`src/rtl/fetch_pkg.sv`:
```
// Shared constants, FSM state type and PC field helpers for the instruction fetch reader.
package fetch_pkg;
    localparam int LINES   = 32;
    localparam int SLOTS   = 8;
    localparam int SLOT_W  = 9;
    localparam int ADDR_W  = 5;
    localparam int PC_W    = 8;
    localparam int SLOT_IW = PC_W - ADDR_W;
    localparam logic [SLOT_W-1:0] HALT_OP = 9'h1FF;

    typedef enum logic [1:0] {
        IDLE  = 2'd0,
        LOAD  = 2'd1,
        ISSUE = 2'd2
    } fetch_state_e;

    function automatic logic [ADDR_W-1:0] pc_line(input logic [PC_W-1:0] pc);
        return pc[PC_W-1:SLOT_IW];
    endfunction

    function automatic logic [SLOT_IW-1:0] pc_slot(input logic [PC_W-1:0] pc);
        return pc[SLOT_IW-1:0];
    endfunction
endpackage

```
`src/rtl/fetch_slot_mux.sv`:
```
// Picks one instruction out of a buffered SRAM line; slot 0 sits in the least significant bits.
module fetch_slot_mux
    import fetch_pkg::*;
(
    input  logic [SLOTS*SLOT_W-1:0] line_buf,
    input  logic [SLOT_IW-1:0]      slot,
    output logic [SLOT_W-1:0]       instr
);
    always_comb begin
        instr = '0;
        for (int i = 0; i < SLOTS; i++) begin
            if (slot == SLOT_IW'(i)) begin
                instr = line_buf[i*SLOT_W +: SLOT_W];
            end
        end
    end
endmodule

```
`src/rtl/sram_fetch_reader.sv`:
```
// Read-side client of the instruction SRAM: loads one line, then streams its slots
// to decode over valid/ready until HALT, a redirect or reset.
//
//   state | meaning
//   IDLE  | waiting for start; no SRAM access, nothing offered
//   LOAD  | SRAM enabled at pc line; line captured at the clock edge
//   ISSUE | instruction at pc offered to decode from the line buffer
module sram_fetch_reader
    import fetch_pkg::*;
(
    input  logic                     clka,
    input  logic                     rst,
    input  logic                     start,
    input  logic [PC_W-1:0]          start_pc,
    input  logic                     redirect,
    input  logic [PC_W-1:0]          redirect_pc,
    output logic                     sram_ena,
    output logic                     sram_wea,
    output logic [ADDR_W-1:0]        sram_addra,
    input  logic [SLOTS*SLOT_W-1:0]  sram_douta,
    output logic                     instr_valid,
    input  logic                     instr_ready,
    output logic [SLOT_W-1:0]        instr_data,
    output logic [PC_W-1:0]          instr_pc,
    output logic                     busy
);
    fetch_state_e              state_q, state_d;
    logic [PC_W-1:0]           pc_q, pc_d;
    logic [SLOTS*SLOT_W-1:0]   line_q;
    logic [ADDR_W-1:0]         addr_q;
    logic                      line_ld;
    logic [SLOT_W-1:0]         slot_instr;

    fetch_slot_mux u_slot_mux (
        .line_buf (line_q),
        .slot     (pc_slot(pc_q)),
        .instr    (slot_instr)
    );

    always_ff @(posedge clka or negedge rst) begin
        if (!rst) begin
            state_q <= IDLE;
            pc_q    <= '0;
            line_q  <= '0;
            addr_q  <= '0;
        end else begin
            state_q <= state_d;
            pc_q    <= pc_d;
            if (line_ld) begin
                line_q <= sram_douta;
            end
            if (state_q == LOAD) begin
                addr_q <= pc_line(pc_q);
            end
        end
    end

    // Redirect outranks both accept and HALT; an accept in the same cycle still counts as delivered.
    always_comb begin
        state_d = state_q;
        pc_d    = pc_q;
        line_ld = 1'b0;
        unique case (state_q)
            IDLE: begin
                if (start) begin
                    state_d = LOAD;
                    pc_d    = start_pc;
                end
            end
            LOAD: begin
                if (redirect) begin
                    pc_d = redirect_pc;
                end else begin
                    line_ld = 1'b1;
                    state_d = ISSUE;
                end
            end
            ISSUE: begin
                if (redirect) begin
                    pc_d    = redirect_pc;
                    state_d = LOAD;
                end else if (instr_ready) begin
                    if (slot_instr == HALT_OP) begin
                        state_d = IDLE;
                    end else begin
                        pc_d = pc_q + PC_W'(1);
                        if (pc_slot(pc_q) == SLOT_IW'(SLOTS-1)) begin
                            state_d = LOAD;
                        end
                    end
                end
            end
            default: state_d = IDLE;
        endcase
    end

    // Address follows pc only while loading and otherwise keeps the last line fetched.
    always_comb begin
        sram_ena    = (state_q == LOAD);
        sram_wea    = 1'b0;
        sram_addra  = (state_q == LOAD) ? pc_line(pc_q) : addr_q;
        instr_valid = (state_q == ISSUE);
        instr_data  = (state_q == ISSUE) ? slot_instr : '0;
        instr_pc    = (state_q == ISSUE) ? pc_q : '0;
        busy        = (state_q != IDLE);
    end
endmodule

```
`config.mk`:
```
export PLATFORM = sky130hd
export DESIGN_NAME = sram_fetch_reader
export DESIGN_NICKNAME = d
export VERILOG_FILES = /design/src/rtl/fetch_pkg.sv /design/src/rtl/fetch_slot_mux.sv /design/src/rtl/sram_fetch_reader.sv
export SDC_FILE = /design/constraint.sdc
export NUM_CORES = 1
export LEC_CHECK = 0
export CORE_MARGIN = 4
export CORE_UTILIZATION = 43
export CTS_CLUSTER_DIAMETER = 150
export CTS_CLUSTER_SIZE = 28
export DETAILED_ROUTE_END_ITERATION = 16
export PLACE_DENSITY = 0.85
export SLEW_MARGIN = 5
export SYNTH_ARGS = -nofsm -noshare
export SYNTH_HDL_FRONTEND = slang
export SYNTH_HIERARCHICAL = 1
export SYNTH_SLANG_ARGS = --single-unit
```
`constraint.sdc`:
```
create_clock -name clka -period 2.37 [get_ports clka]
set_input_delay 0.474 -clock clka [delete_from_list [all_inputs] [get_ports clka]]
set_output_delay 0.474 -clock clka [all_outputs]
set_load 0.03 [all_outputs]
```
==> flow_metrics.env <==
export IMPL_drive_gt1_frac=0.424
export IMPL_htree_num_levels=3
export IMPL_final_nets=606
export IMPL_endpoint_kind="primary output"
export IMPL_io_pins=119
export IMPL_min_path_type="primary input to asynchronous set/reset pin"
export IMPL_grt_pass1_vias=3609
export IMPL_violations="setup timing"
export IMPL_gp_congestion=0.930
export IMPL_cts_sinks=87
export IMPL_die_area_um2=12000
export IMPL_post_route_min_period_ps=2550
export IMPL_async_flop_share=1.00
export IMPL_maxCapViolations=0
export IMPL_vias=3497
export IMPL_place_area_um2=5910
export IMPL_yosysWarnings=6
export IMPL_fmax_mhz=392
export IMPL_post_route_cell_area_um2=6390
export IMPL_final_common_cell="clkdlybuf4s50_1"
export IMPL_drt_vias_per_instance=5.44
export IMPL_fp_dieW_um=110
export IMPL_finalClockSkew_ps=12.4
export IMPL_num_rows=36
export IMPL_finalWorstSetupSlack_ps=-179
export IMPL_hold_buffers=0
export IMPL_peakVddDrop_v=0.000572
export IMPL_worst_path_most_repeated_cell="buf_4"
export IMPL_required_ps=1900
export IMPL_clkTransAtPathRegs_ps=90
export IMPL_drc=0
export IMPL_hold_viol_final=0
export IMPL_grt_overflow=0
export IMPL_cp_arrival_ps=2070
export IMPL_tritoncts="built"
export IMPL_grt_max_degree=73
export IMPL_setup_tns_ps=-2070
export IMPL_finalSetupViolations=18
export IMPL_post_route_period_util=1.08
export IMPL_wirelength_mm=12.8
export IMPL_core_area_um2=9910
export IMPL_reg2regPathDepth=10
export IMPL_maxSlewViolCount=0
export IMPL_first_pass_iters=4
export IMPL_postSynthAreaPerCell_um2=12.0
export IMPL_cts_buffers=9
export IMPL_leakage_uw=0.00264
export IMPL_crit_slowest_cell="mux4_2"
export IMPL_max_slew_worst_pin_slew_ps=525
export IMPL_detail_route_wl_per_cell_um=19.8
export IMPL_die_height_um=110
export IMPL_r2r_start="pc_q[0]$_DFFE_PN0P_"
export IMPL_io_buffers=117
export IMPL_cp_max_fo=5
export IMPL_ys_ff_latch=87
export IMPL_seq_area_frac_synth=0.490
export IMPL_dr_first_iter_drc_count=213
export IMPL_start_util=0.449
export IMPL_pre_cts_slack_ps=-217
export IMPL_timing_hold_ws_ps=85.4
export IMPL_synth_nets=472
export IMPL_synthCells=372
export IMPL_cts_path_max_buffers=2
export IMPL_relSlewSlack=0.650
export IMPL_antenna_found_initial=0
export IMPL_finalNonFillerCells=643
export IMPL_dp_hpwl_mm=8.94
export IMPL_layout_common_cells="92 x clkdlybuf4s50_1, 86 x mux2_2, 85 x dfrtp_1"
export IMPL_syn_area_um2=4450
export IMPL_crit_path_max_incr_delay_ps=490
export IMPL_synth_edf_count=0
export IMPL_crit_type="register to primary output"
export IMPL_startpoint="pc_q[0]$_DFFE_PN0P_"
export IMPL_setup_worst_path_end="instr_data[3]"
export IMPL_antenna_cells=0
export IMPL_reg2reg_slack_ps=-160
export IMPL_p_per_area_nw_per_um2=1390
export IMPL_track_usage=0.200
export IMPL_cp_cell_sequence="buf_4 > mux4_2 > mux2_4 > and2_1 > buf_4"
export IMPL_grt_pass1_wl_mm=18.4
export IMPL_run_status="finished, violations left"
export IMPL_synth_distinct_cells=43
export IMPL_rsz0062_at_grt="true"
export IMPL_r2r_end="pc_q[5]$_DFFE_PN0P_"
export IMPL_cts_root_buf="clkbuf_8"
export IMPL_area_growth_pct=43.8
export IMPL_detail_route_antenna_nets=0
export IMPL_clk_latency_ps=360
export IMPL_critPathLaunchType="register"
export IMPL_dp_cells=621
export IMPL_synth_top_flop_cell="dfrtp_1"
routing by layer:
metal,track usage,wire length (um)
met2,0.329,6500
met4,0.0890,414
met1,0.257,5090
met5,0,0
met3,0.0382,751
sequential cells by signal (all words and copies together), names as in the netlist:
name     cells
line_q      72
addr_q       5
pc_q         8
state_q      2
Yosys cell counts, types with 2 or more instances:
cell      number  area, um2
dfrtp_1       87       2180
mux2_2        87        980
nor2_1        25       93.8
and2_1        18        113
a21oi_1       16       80.1
clkbuf_1      14       52.6
o21ai_1       13       65.1
nand2_1       12       45.0
a22oi_1       10       75.1
mux2i_1        8       80.1
nand2b_1       8       50.1
a32oi_1        7       61.3
ha_1           7       87.6
buf_2          5       25.0
buf_4          5       37.5
mux4_2         4       90.1
nand3_1        4       20.0
a21o_1         3       22.5
buf_6          3       33.8
inv_1          3       11.3
nor3_1         3       15.0
a211oi_1       2       15.0
a22o_1         2       17.5
mux2_1         2       22.5
nand4_1        2       12.5
o211ai_1       2       15.0
o21ai_0        2       10.0
o22ai_1        2       12.5
xor2_1         2       17.5
worst min-delay path by stage:
| stage | to | slack [ps] | cells after the start | startpoint |
|---|---|---|---|---|
| 2_1_floorplan | addr_q[0]$_DFF_PN0_ | 180 | 0 | rst |
| 4_1_cts | line_q[11]$_DFFE_PN0P_ | 90 | 1 | rst |
| 3_3_place_gp | line_q[18]$_DFFE_PN0P_ | 470 | 1 | rst |
| 6_report | line_q[16]$_DFFE_PN0P_ | 90 | 1 | rst |
| 3_5_place_dp | line_q[16]$_DFFE_PN0P_ | 480 | 1 | rst |
| 5_1_grt | line_q[27]$_DFFE_PN0P_ | 120 | 1 | rst |
cell type report:
cell class / instances / area [um2]
Multi-Input combinational cell: 255 / 2350
Tap cell: 133 / 166
Timing Repair Buffer: 150 / 1500
Sequential cell: 87 / 2180
Inverter: 3 / 11.3
Clock inverter: 4 / 30.0
Clock buffer: 11 / 151
Fill cell: 711 / 3520
cells by family after synthesis:
logic type      share of synthesized area
compound gates                     0.0943
simple gates                       0.0918
flops                               0.490
buf+inv                            0.0360
xor+xnor                          0.00394
fa+ha+maj                          0.0197
mux                                 0.264
other cells                      0.000844
per-stage QoR:
step | power, uW | util
2_1_floorplan | 5650 | -
3_3_place_gp | 7020 | 0.596
3_5_place_dp | 7220 | 0.596
4_1_cts | 8360 | 0.626
5_1_grt | 9420 | 0.645
6_report | 8890 | 0.645
where the power goes:
part           switching [uW]  internal, uW
registers                 579          2260
logic                    2500          2590
clock network             520           436
repair_timing:
action	CTS	global route
endpoints found under the setup margin	26	25
endpoints found under the hold margin	0	0
pin swaps	8	18
buffers inserted	2	5
resized for setup	37	58
worst max-delay path, delay by kind of cell, from the launching register on:
kind          cells  cell delay [ps]
buf+inv           2              300
mux               2              790
flops             1              440
simple gates      1              170
No activity file was read; power rests on OpenSTA's default activity.
